### config.mk
export PLATFORM = sky130hd
export DESIGN_NAME = muldiv_seq
export DESIGN_NICKNAME = d
export VERILOG_FILES = /design/src/rtl/muldiv_seq.sv
export SDC_FILE = /design/constraint.sdc
export NUM_CORES = 2
export LEC_CHECK = 0
export ABC_AREA = 1
export CAP_MARGIN = 5
export CORE_ASPECT_RATIO = 0.75
export CORE_MARGIN = 8
export CORE_UTILIZATION = 45
export CTS_BUF_LIST = sky130_fd_sc_hd__clkbuf_4 sky130_fd_sc_hd__clkbuf_8 sky130_fd_sc_hd__clkbuf_16
export CTS_CLUSTER_SIZE = 14
export DETAILED_ROUTE_END_ITERATION = 12
export GPL_TIMING_DRIVEN = 1
export MAX_ROUTING_LAYER = met4
export SETUP_SLACK_MARGIN = 0.4
export SYNTH_ARGS = -nofsm -noshare
export SYNTH_HDL_FRONTEND = slang
export SYNTH_SLANG_ARGS = --single-unit
### constraint.sdc
create_clock -name clk -period 8.9 [get_ports clk]
set_input_delay 2.225 -clock clk [delete_from_list [all_inputs] [get_ports clk]]
set_output_delay 2.225 -clock clk [all_outputs]
set_load 0.005 [all_outputs]
### src/rtl/muldiv_seq.sv
// muldiv_seq: multi-cycle MULT/MULTU/DIV/DIVU engine that owns the HI/LO registers
module muldiv_seq #(
  parameter int MULT_LATENCY = 3
) (
  input  logic        clk,
  input  logic        reset,
  input  logic        start,
  input  logic [1:0]  op,
  input  logic [31:0] a,
  input  logic [31:0] b,
  input  logic        mthi_en,
  input  logic        mtlo_en,
  input  logic [31:0] wdata,
  output logic        busy,
  output logic        done,
  output logic [31:0] hi,
  output logic [31:0] lo
);
  typedef enum logic [1:0] {IDLE, MUL, DIV, FIX} state_t;
  // MUL occupies LATENCY-1 busy cycles; the final HI/LO write lands one edge later from IDLE
  localparam logic [5:0] MUL_LAST = 6'(MULT_LATENCY > 1 ? MULT_LATENCY - 2 : 0);
  localparam bit MUL_DIRECT = MULT_LATENCY == 1;
  state_t state_q, state_d;
  logic [5:0] cnt_q, cnt_d;
  logic sa_q, sa_d, sb_q, sb_d, wb_q, wb_d, done_q, done_d;
  logic [31:0] ma_q, ma_d, mb_q, mb_d, rem_q, rem_d, quo_q, quo_d, hi_q, hi_d, lo_q, lo_d;
  logic [63:0] prod_u, prod;
  logic [32:0] r_sh, diff;
  // magnitude product with the result sign applied afterwards
  always_comb begin
    prod_u = {32'd0, ma_q} * {32'd0, mb_q};
    prod = (sa_q ^ sb_q) ? -prod_u : prod_u;
  end
  // one restoring-division step: shift in the next dividend bit, subtract if it fits
  always_comb begin
    r_sh = {rem_q, quo_q[31]};
    diff = r_sh - {1'b0, mb_q};
  end
  // next-state, datapath and HI/LO update
  always_comb begin
    state_d = state_q;
    cnt_d = cnt_q;
    sa_d = sa_q;
    sb_d = sb_q;
    ma_d = ma_q;
    mb_d = mb_q;
    rem_d = rem_q;
    quo_d = quo_q;
    hi_d = hi_q;
    lo_d = lo_q;
    wb_d = 1'b0;
    done_d = 1'b0;
    case (state_q)
      IDLE: begin
        if (wb_q) begin
          {hi_d, lo_d} = prod;
          done_d = 1'b1;
        end
        if (start) begin
          sa_d = ~op[0] & a[31];
          sb_d = ~op[0] & b[31];
          ma_d = sa_d ? -a : a;
          mb_d = sb_d ? -b : b;
          quo_d = ma_d;
          rem_d = '0;
          cnt_d = '0;
          wb_d = ~op[1] & MUL_DIRECT;
          state_d = op[1] ? DIV : (MUL_DIRECT ? IDLE : MUL);
        end else begin
          hi_d = mthi_en ? wdata : hi_d;
          lo_d = mtlo_en ? wdata : lo_d;
        end
      end
      MUL: begin
        cnt_d = cnt_q + 6'd1;
        wb_d = cnt_q == MUL_LAST;
        state_d = (cnt_q == MUL_LAST) ? IDLE : MUL;
      end
      DIV: begin
        rem_d = diff[32] ? r_sh[31:0] : diff[31:0];
        quo_d = {quo_q[30:0], ~diff[32]};
        cnt_d = cnt_q + 6'd1;
        state_d = (cnt_q == 6'd31) ? FIX : DIV;
      end
      FIX: begin
        lo_d = (sa_q ^ sb_q) ? -quo_q : quo_q;
        hi_d = sa_q ? -rem_q : rem_q;
        done_d = 1'b1;
        state_d = IDLE;
      end
      default: state_d = IDLE;
    endcase
  end
  // state and datapath registers, cleared by asynchronous reset
  always_ff @(posedge clk or posedge reset) begin
    if (reset) begin
      state_q <= IDLE;
      cnt_q <= '0;
      sa_q <= 1'b0;
      sb_q <= 1'b0;
      ma_q <= '0;
      mb_q <= '0;
      rem_q <= '0;
      quo_q <= '0;
      hi_q <= '0;
      lo_q <= '0;
      wb_q <= 1'b0;
      done_q <= 1'b0;
    end else begin
      state_q <= state_d;
      cnt_q <= cnt_d;
      sa_q <= sa_d;
      sb_q <= sb_d;
      ma_q <= ma_d;
      mb_q <= mb_d;
      rem_q <= rem_d;
      quo_q <= quo_d;
      hi_q <= hi_d;
      lo_q <= lo_d;
      wb_q <= wb_d;
      done_q <= done_d;
    end
  end
  assign busy = state_q != IDLE;
  assign done = done_q;
  assign hi = hi_q;
  assign lo = lo_q;
endmodule

==> out/summary.json <==
{
  "status": "finished, final reports clean",
  "synth.top_cells.by_count": "sky130_fd_sc_hd__nand2_1 (2219), sky130_fd_sc_hd__inv_1 (2034), sky130_fd_sc_hd__fa_1 (897)",
  "met1_usage_pct": 44.8,
  "gp_congestion": 1.01,
  "hpwl_um": 164000,
  "grt.met3_usage_pct": 5.61,
  "h_tree_levels": 1,
  "die_area_um2": 130000,
  "postSynthRegisterBits": 204,
  "via_count_of_the_first_global_routing_pass": 49500,
  "fin_worst_hold_slack_ns": 0.536,
  "critical_path.endpoint_type": "flop",
  "cts_tree": "yes",
  "yosysSeqAreaShare_pct": 9.56,
  "cap_viol_max_count": 0,
  "gr-usage-all-layers_pct": 31.3,
  "numCtsBuffers": 30,
  "netlist.top_cell.by_area": "sky130_fd_sc_hd__fa_1",
  "timing.critical_path.arrival_ns": 8.84,
  "path_max_fanout": 15,
  "crit_required_ns": 9.44,
  "initial_antenna_violation_count": 3,
  "most_repeated_cell_in_the_gate_level_netlist_after_synthesis": "sky130_fd_sc_hd__nand2_1",
  "grt_most_used_layer": "met2",
  "final_layout_size_suffix_gt1_share_pct": 7.25,
  "totalNegativeSetupSlack_ns": 0,
  "post-route-util_pct": 50.4,
  "num_vias": 48800,
  "worstHoldPathType": "reg -> reg",
  "placement_rows": 109,
  "die_outline_height_um": 314,
  "maximum_number_of_pins_on_one_net_before_global_route_repair": 135,
  "worstMarginPinSlew_ns": 1.19,
  "worst_skew_pair.late_latency_ns": 0.65,
  "max_clock_buf_depth": 3,
  "floorplan.die.width_um": 414,
  "first_pass_iters": 6,
  "crit_path_top_delay_cell": "sky130_fd_sc_hd__dfrtp_1",
  "f_max_ghz": 0.121,
  "avgSynthCellArea_um2": 6.93,
  "wirelength_um": 196000,
  "crit_path_frequent_cell": "sky130_fd_sc_hd__nand2_1",
  "netlist.area_leader.share_pct": 33.6,
  "worstSetupStartpointType": "flop",
  "fp.coreArea_um2": 118000,
  "final_hold_viol_count": 0,
  "globalRoute.totalOverflow": 0,
  "rsz0062_at_grt": "yes",
  "number_of_flops_mapped_to_enable_cells_by_yosys": 0,
  "crit_path_max_incr_delay_ns": 0.75,
  "netlist_area_um2": 53400,
  "port-buffer-count": 168,
  "postSynthCellCount": 7706,
  "synth_top_flop_cell": "sky130_fd_sc_hd__dfrtp_1",
  "timing.final.crit_share_pct": 93.2,
  "grt_pass1_wl_um": 303000,
  "slew_viol_final": 0,
  "via_per_inst": 5.20,
  "ant_nets": 0,
  "met2_usage_pct": 45.6,
  "yosys_warnings": 0,
  "clkSlewWorstSetupHoldPaths_ns": 0.06,
  "detailedRoute.firstIterationViolations": 4811,
  "ctsRootBufferMaster": "sky130_fd_sc_hd__clkbuf_16",
  "setup-violations-final": 0,
  "timing.clock.skew_ns": 0.0578,
  "post-route-drc-count": 0,
  "mappedNetlistNets": 9012,
  "top_cells_by_area_in_the_synthesized_netlist": "sky130_fd_sc_hd__fa_1 (34%), sky130_fd_sc_hd__nand2_1 (16%), sky130_fd_sc_hd__inv_1 (14%)",
  "syn_to_final_growth_pct": 11.1,
  "layout.nets": 9107,
  "yosys.cell_types.count": 53,
  "routed_wire_length_per_instance_um": 20.9,
  "synth_async_sr_flop_share_pct": 100,
  "worst_slew_margin_rel_pct": 19.9,
  "initial_core_util_pct": 45.3,
  "ios": 169,
  "post-route-min-period_ns": 8.30,
  "crit_type": "reg -> reg",
  "clock_sinks": 204
}
[cells by family (layout without fill, tap and decap cells)]
family | Yosys count | count (layout) | synth area share (%)
and+or+nand+nor | 3114 | 3114 | 24.1
DFF | 204 | 204 | 9.56
adders and majority gates | 1203 | 1203 | 40.8
buffers and inverters | 2432 | 2551 | 17.1
AOI/OAI and AO/OA | 666 | 666 | 7.02
xor gates and xnor gates | 87 | 87 | 1.43
other | 0 | 4 | 0
[sequential cells by signal, summed over array words and instances, names as in the netlist, 2 cells and up]
signal   cells
rem_q       32
cnt_q        6
mb_q        32
hi          32
ma_q        32
quo_q       32
state_q      2
lo          32
[layer usage]
layer	part of all wire, %	vias up	wire length (um)
met5	0	-	0
met4	3.3	0	6450
met3	8.8	296	17400
met2	42	1883	83000
met1	46	24000	89400
li1	-	22700	-
[placed cells by master (no fill, tap or decap), types with 36 or more instances in the layout]
cell type / netlist / final
sky130_fd_sc_hd__nand2_1: 2219 / 2204
sky130_fd_sc_hd__o21ai_0: 268 / 267
sky130_fd_sc_hd__xor2_1: 57 / 57
sky130_fd_sc_hd__fa_1: 897 / 897
sky130_fd_sc_hd__a31oi_1: 40 / 40
sky130_fd_sc_hd__ha_1: 306 / 297
sky130_fd_sc_hd__buf_4: 0 / 242
sky130_fd_sc_hd__nand3_1: 306 / 302
sky130_fd_sc_hd__nand2_2: 31 / 44
sky130_fd_sc_hd__a21oi_1: 216 / 213
sky130_fd_sc_hd__nor2_1: 335 / 311
sky130_fd_sc_hd__inv_1: 2034 / 2032
sky130_fd_sc_hd__dfrtp_1: 204 / 163
sky130_fd_sc_hd__nand4_1: 56 / 56
sky130_fd_sc_hd__nor2_2: 16 / 36
sky130_fd_sc_hd__nor3_1: 52 / 50
sky130_fd_sc_hd__o211ai_1: 71 / 71
sky130_fd_sc_hd__clkdlybuf4s50_1: 0 / 168
[final cells by class]
| cell class | instances | area [um^2] |
|---|---|---|
| antenna | 4 | 10.0 |
| timing repair buffer | 438 | 4020 |
| tap | 1554 | 1940 |
| inverter | 2057 | 7730 |
| clock buffer | 39 | 855 |
| clock inverter | 17 | 225 |
| fill | 11900 | 58500 |
| sequential | 204 | 5170 |
| multi-input combinational | 5070 | 39400 |
[critical path: cells and delay by family, from the launching register on]
family	cells	cell delay, ns
flip-flops	1	0.75
adder cells (fa/ha/maj)	9	4.23
buffers and inverters	4	0.67
AND/OR/NAND/NOR	18	2.39
AO/OA/AOI/OAI	1	0.11
[through the flow]
step | instances | area [um^2] | setup WS [ns]
5_1_grt | 9382 | 59300 | 0.363
3_5_place_dp | 9316 | 57900 | 0.272
6_report | 9383 | 59300 | 0.602
2_1_floorplan | 7706 | 53400 | 1.11
4_1_cts | 9372 | 59000 | 0.391
3_3_place_gp | 9316 | 57900 | 0.299
[worst paths after layout]
path / start / endpoint / slack [ns] / cells after the start
max in group asynchronous: reset / mb_q[8] / 5.32 / 3
max: mb_q[24] / hi[25] / 0.60 / 32
min: hi[0] / hi[0] / 0.54 / 1
min reg2reg: hi[0] / hi[0] / 0.54 / 1
min in group asynchronous: reset / lo[1] / 2.07 / 2
max reg2reg: mb_q[24] / hi[25] / 0.60 / 32
[repair_timing]
item | 4_1_cts | 5_1_grt
setup endpoints to repair | 28 | 41
hold buffers | 0 | 0
gates cloned | 0 | 1
resized for setup | 6 | 110
pin swaps | 0 | 1
setup buffers | 0 | 5
Power is left out: the tool's default activity adds up to more than one toggle a clock period on the data nets, which glitch-free logic cannot reach.
==> edit, RTL diff (same flow settings) <==
Take the reset off `ma_q`, `mb_q`, `hi_q` and `lo_q` and load them in a clocked block of their own.
--- a/src/rtl/muldiv_seq.sv
+++ b/src/rtl/muldiv_seq.sv
@@ -100,8 +100,4 @@
       sb_q <= 1'b0;
-      ma_q <= '0;
-      mb_q <= '0;
       rem_q <= '0;
       quo_q <= '0;
-      hi_q <= '0;
-      lo_q <= '0;
       wb_q <= 1'b0;
@@ -113,8 +109,4 @@
       sb_q <= sb_d;
-      ma_q <= ma_d;
-      mb_q <= mb_d;
       rem_q <= rem_d;
       quo_q <= quo_d;
-      hi_q <= hi_d;
-      lo_q <= lo_d;
       wb_q <= wb_d;
@@ -122,2 +114,9 @@
     end
+  end
+
+  always_ff @(posedge clk) begin
+    ma_q <= ma_d;
+    mb_q <= mb_d;
+    hi_q <= hi_d;
+    lo_q <= lo_d;
   end
Behaviour: not the same (Yosys sat finds a counterexample within 4 cycles, from zero or initial values and one cycle with reset high).
==> edit against the original RTL <==
Critical path depth rose by 4. Setup slack improved by 0.087 ns. Global-route usage fell by 0.83 points. Via count fell by 3.0%. First-iteration DRC count fell by 0.91%. Clock skew fell by 0.047 ns. Sequential cell count did not move. Final area rose by 0.41%. Wire length fell by 3.1%. Area after synthesis fell by 2.0%.
Power is not shown: default switching activity piles up to over one toggle a cycle in this logic, so the estimate is an artifact.
==> edit: results (changes against the original RTL) <==
status=complete, no violations (unchanged); crit path max-delay cell type=fa_1 (was dfrtp_1); share of layout cells above drive strength 1=0.0873 (was 0.0725); Syn. warnings=0 (unchanged); WL final=190000 µm (was 196000 µm); Worst Path Arrival=8.55 ns (was 8.84 ns); Reg2Reg Setup Slack=0.69 ns (was 0.60 ns); port bufs=168 (unchanged); cell count after placement=9021 (was 9316); worst hold path type=flip-flop to flip-flop (unchanged); Metal-1 WL=87200 µm (was 89400 µm); post-synthesis cell count=7335 (was 7706); relative slew slack=0.143 (was 0.199); Initial DRC Count=4767 (was 4811); GP Congestion=1.01 (about the same); Post-Place Setup Slack=-0.0165 ns (was 0.272 ns); terminus of the critical flop-to-flop path=hi[15] (was hi[25]); RR Startpoint=ma_q[14] (was mb_q[24]); first-pass GRT wire length=294000 µm (was 303000 µm); Synth top cells by count=2109 x nand2_1, 2019 x inv_1, 897 x fa_1 (was 2219 x nand2_1, 2034 x inv_1, 897 x fa_1); drt first pass iters=6 (unchanged); clk buf depth=3 (unchanged); dpl hpwl=159000 µm (was 164000 µm); sequential area share after synthesis=0.110 (was 0.0956); routed wl met3=18000 µm (was 17400 µm); # fillers=11391 (was 11901); CTS Buf Count=29 (was 30); largest net degree at the start of global routing=72 (was 135); Total GRT Usage=0.304 (was 0.313); Clock Skew=0.0112 ns (was 0.0578 ns); WL met2=79800 µm (was 83000 µm); worst-path fanout max=27 (was 15); HP Start=sb_q (was hi[0]); largest cells by area after synthesis=fa_1 34%, nand2_1 15%, inv_1 14% (was fa_1 34%, nand2_1 16%, inv_1 14%); Worst-Skew Late Latency=0.60 ns (was 0.65 ns); Via Count=47391 (was 48836); WHS Endpoint=sb_q (was hi[0]); EDFF count, synth=128 (was 0); Mapped Nets=8641 (was 9012); # H-tree levels=1 (unchanged); placed cell area=57200 µm² (was 57900 µm²); nets@finish=8899 (was 9107); number of global-route vias before repair=47610 (was 49505); WHS=0.547 ns (was 0.536 ns); CP peak stage delay=0.61 ns (was 0.75 ns); WL per Instance=20.7 µm (was 20.9 µm); worst hold path depth=2 (was 1); Root Buffer=clkbuf_16 (unchanged); clk slew on worst S/H paths=0.06 ns (about the same); most common flop cell mapped by yosys=edfxtp_1 (was dfrtp_1); asr flop ratio synth=0.373 (was 1.00); initial antenna violation count=14 (was 3); post-synth cell types=57 (was 53); max layer used=met4 (unchanged); reg2reg path depth=36 (was 32)
edit: cell types whose count changed after synthesis, sizes merged, moves of 39 or more:
cell and delta:
dfrtp -128, a21oi -39, clkbuf -58, edfxtp +128, nand3 -54, nand2 -118
edit: how the worst max path moves through the flow:
stage / startpoint / endpoint / slack (ns) / cells past startpoint
CTS: mb_q[17] / hi[10] / 0.40 / 35
finish: ma_q[14] / hi[15] / 0.69 / 36
detailed placement: ma_q[8] / hi[22] / -0.02 / 35
global route: mb_q[15] / hi[29] / 0.36 / 41
global placement: ma_q[8] / hi[22] / -0.08 / 36
floorplan: mb_q[5] / hi[31] / 1.66 / 37
edit: worst max-delay path, delay by kind of cell (launching register included):
kind                       cells  cell delay (ns)
buffers and inverters          8             0.78
and+or+nand+nor               19             2.09
adders and majority gates      9             4.54
DFF                            1             0.52
edit: repair_timing:
action / 4_1_cts / 5_1_grt
pin swaps: 0 / 8
gates resized for setup: 4 / 160
hold buffers: 0 / 0
setup endpoints to repair: 33 / 38
setup buffers: 54 / 27
edit: layout make-up:
class                   instances  area [µm²]  area share
diodes                          9        22.5    0.000378
multi-input cells            4793       38400       0.644
well taps                    1540        1930      0.0323
inverters                    2027        7610       0.128
flip-flops and latches        204        5750      0.0965
clock inverters                11        88.8     0.00149
clock buffers                  42         853      0.0143
repair buffers                538        4950      0.0831
edit: layer usage:
layer  GRT usage  vias up
met5           -        -
met4      0.0602        0
met3      0.0455      204
met2       0.443     2062
met1       0.452    23194
li1            -    21931
edit: cell families after synthesis:
group / Yosys count / share of synthesized area
DFF: 204 / 0.110
buffers and inverters: 2338 / 0.168
AOI/OAI and AO/OA: 602 / 0.0642
xor gates and xnor gates: 99 / 0.0166
adders and majority gates: 1203 / 0.416
and+or+nand+nor: 2889 / 0.225
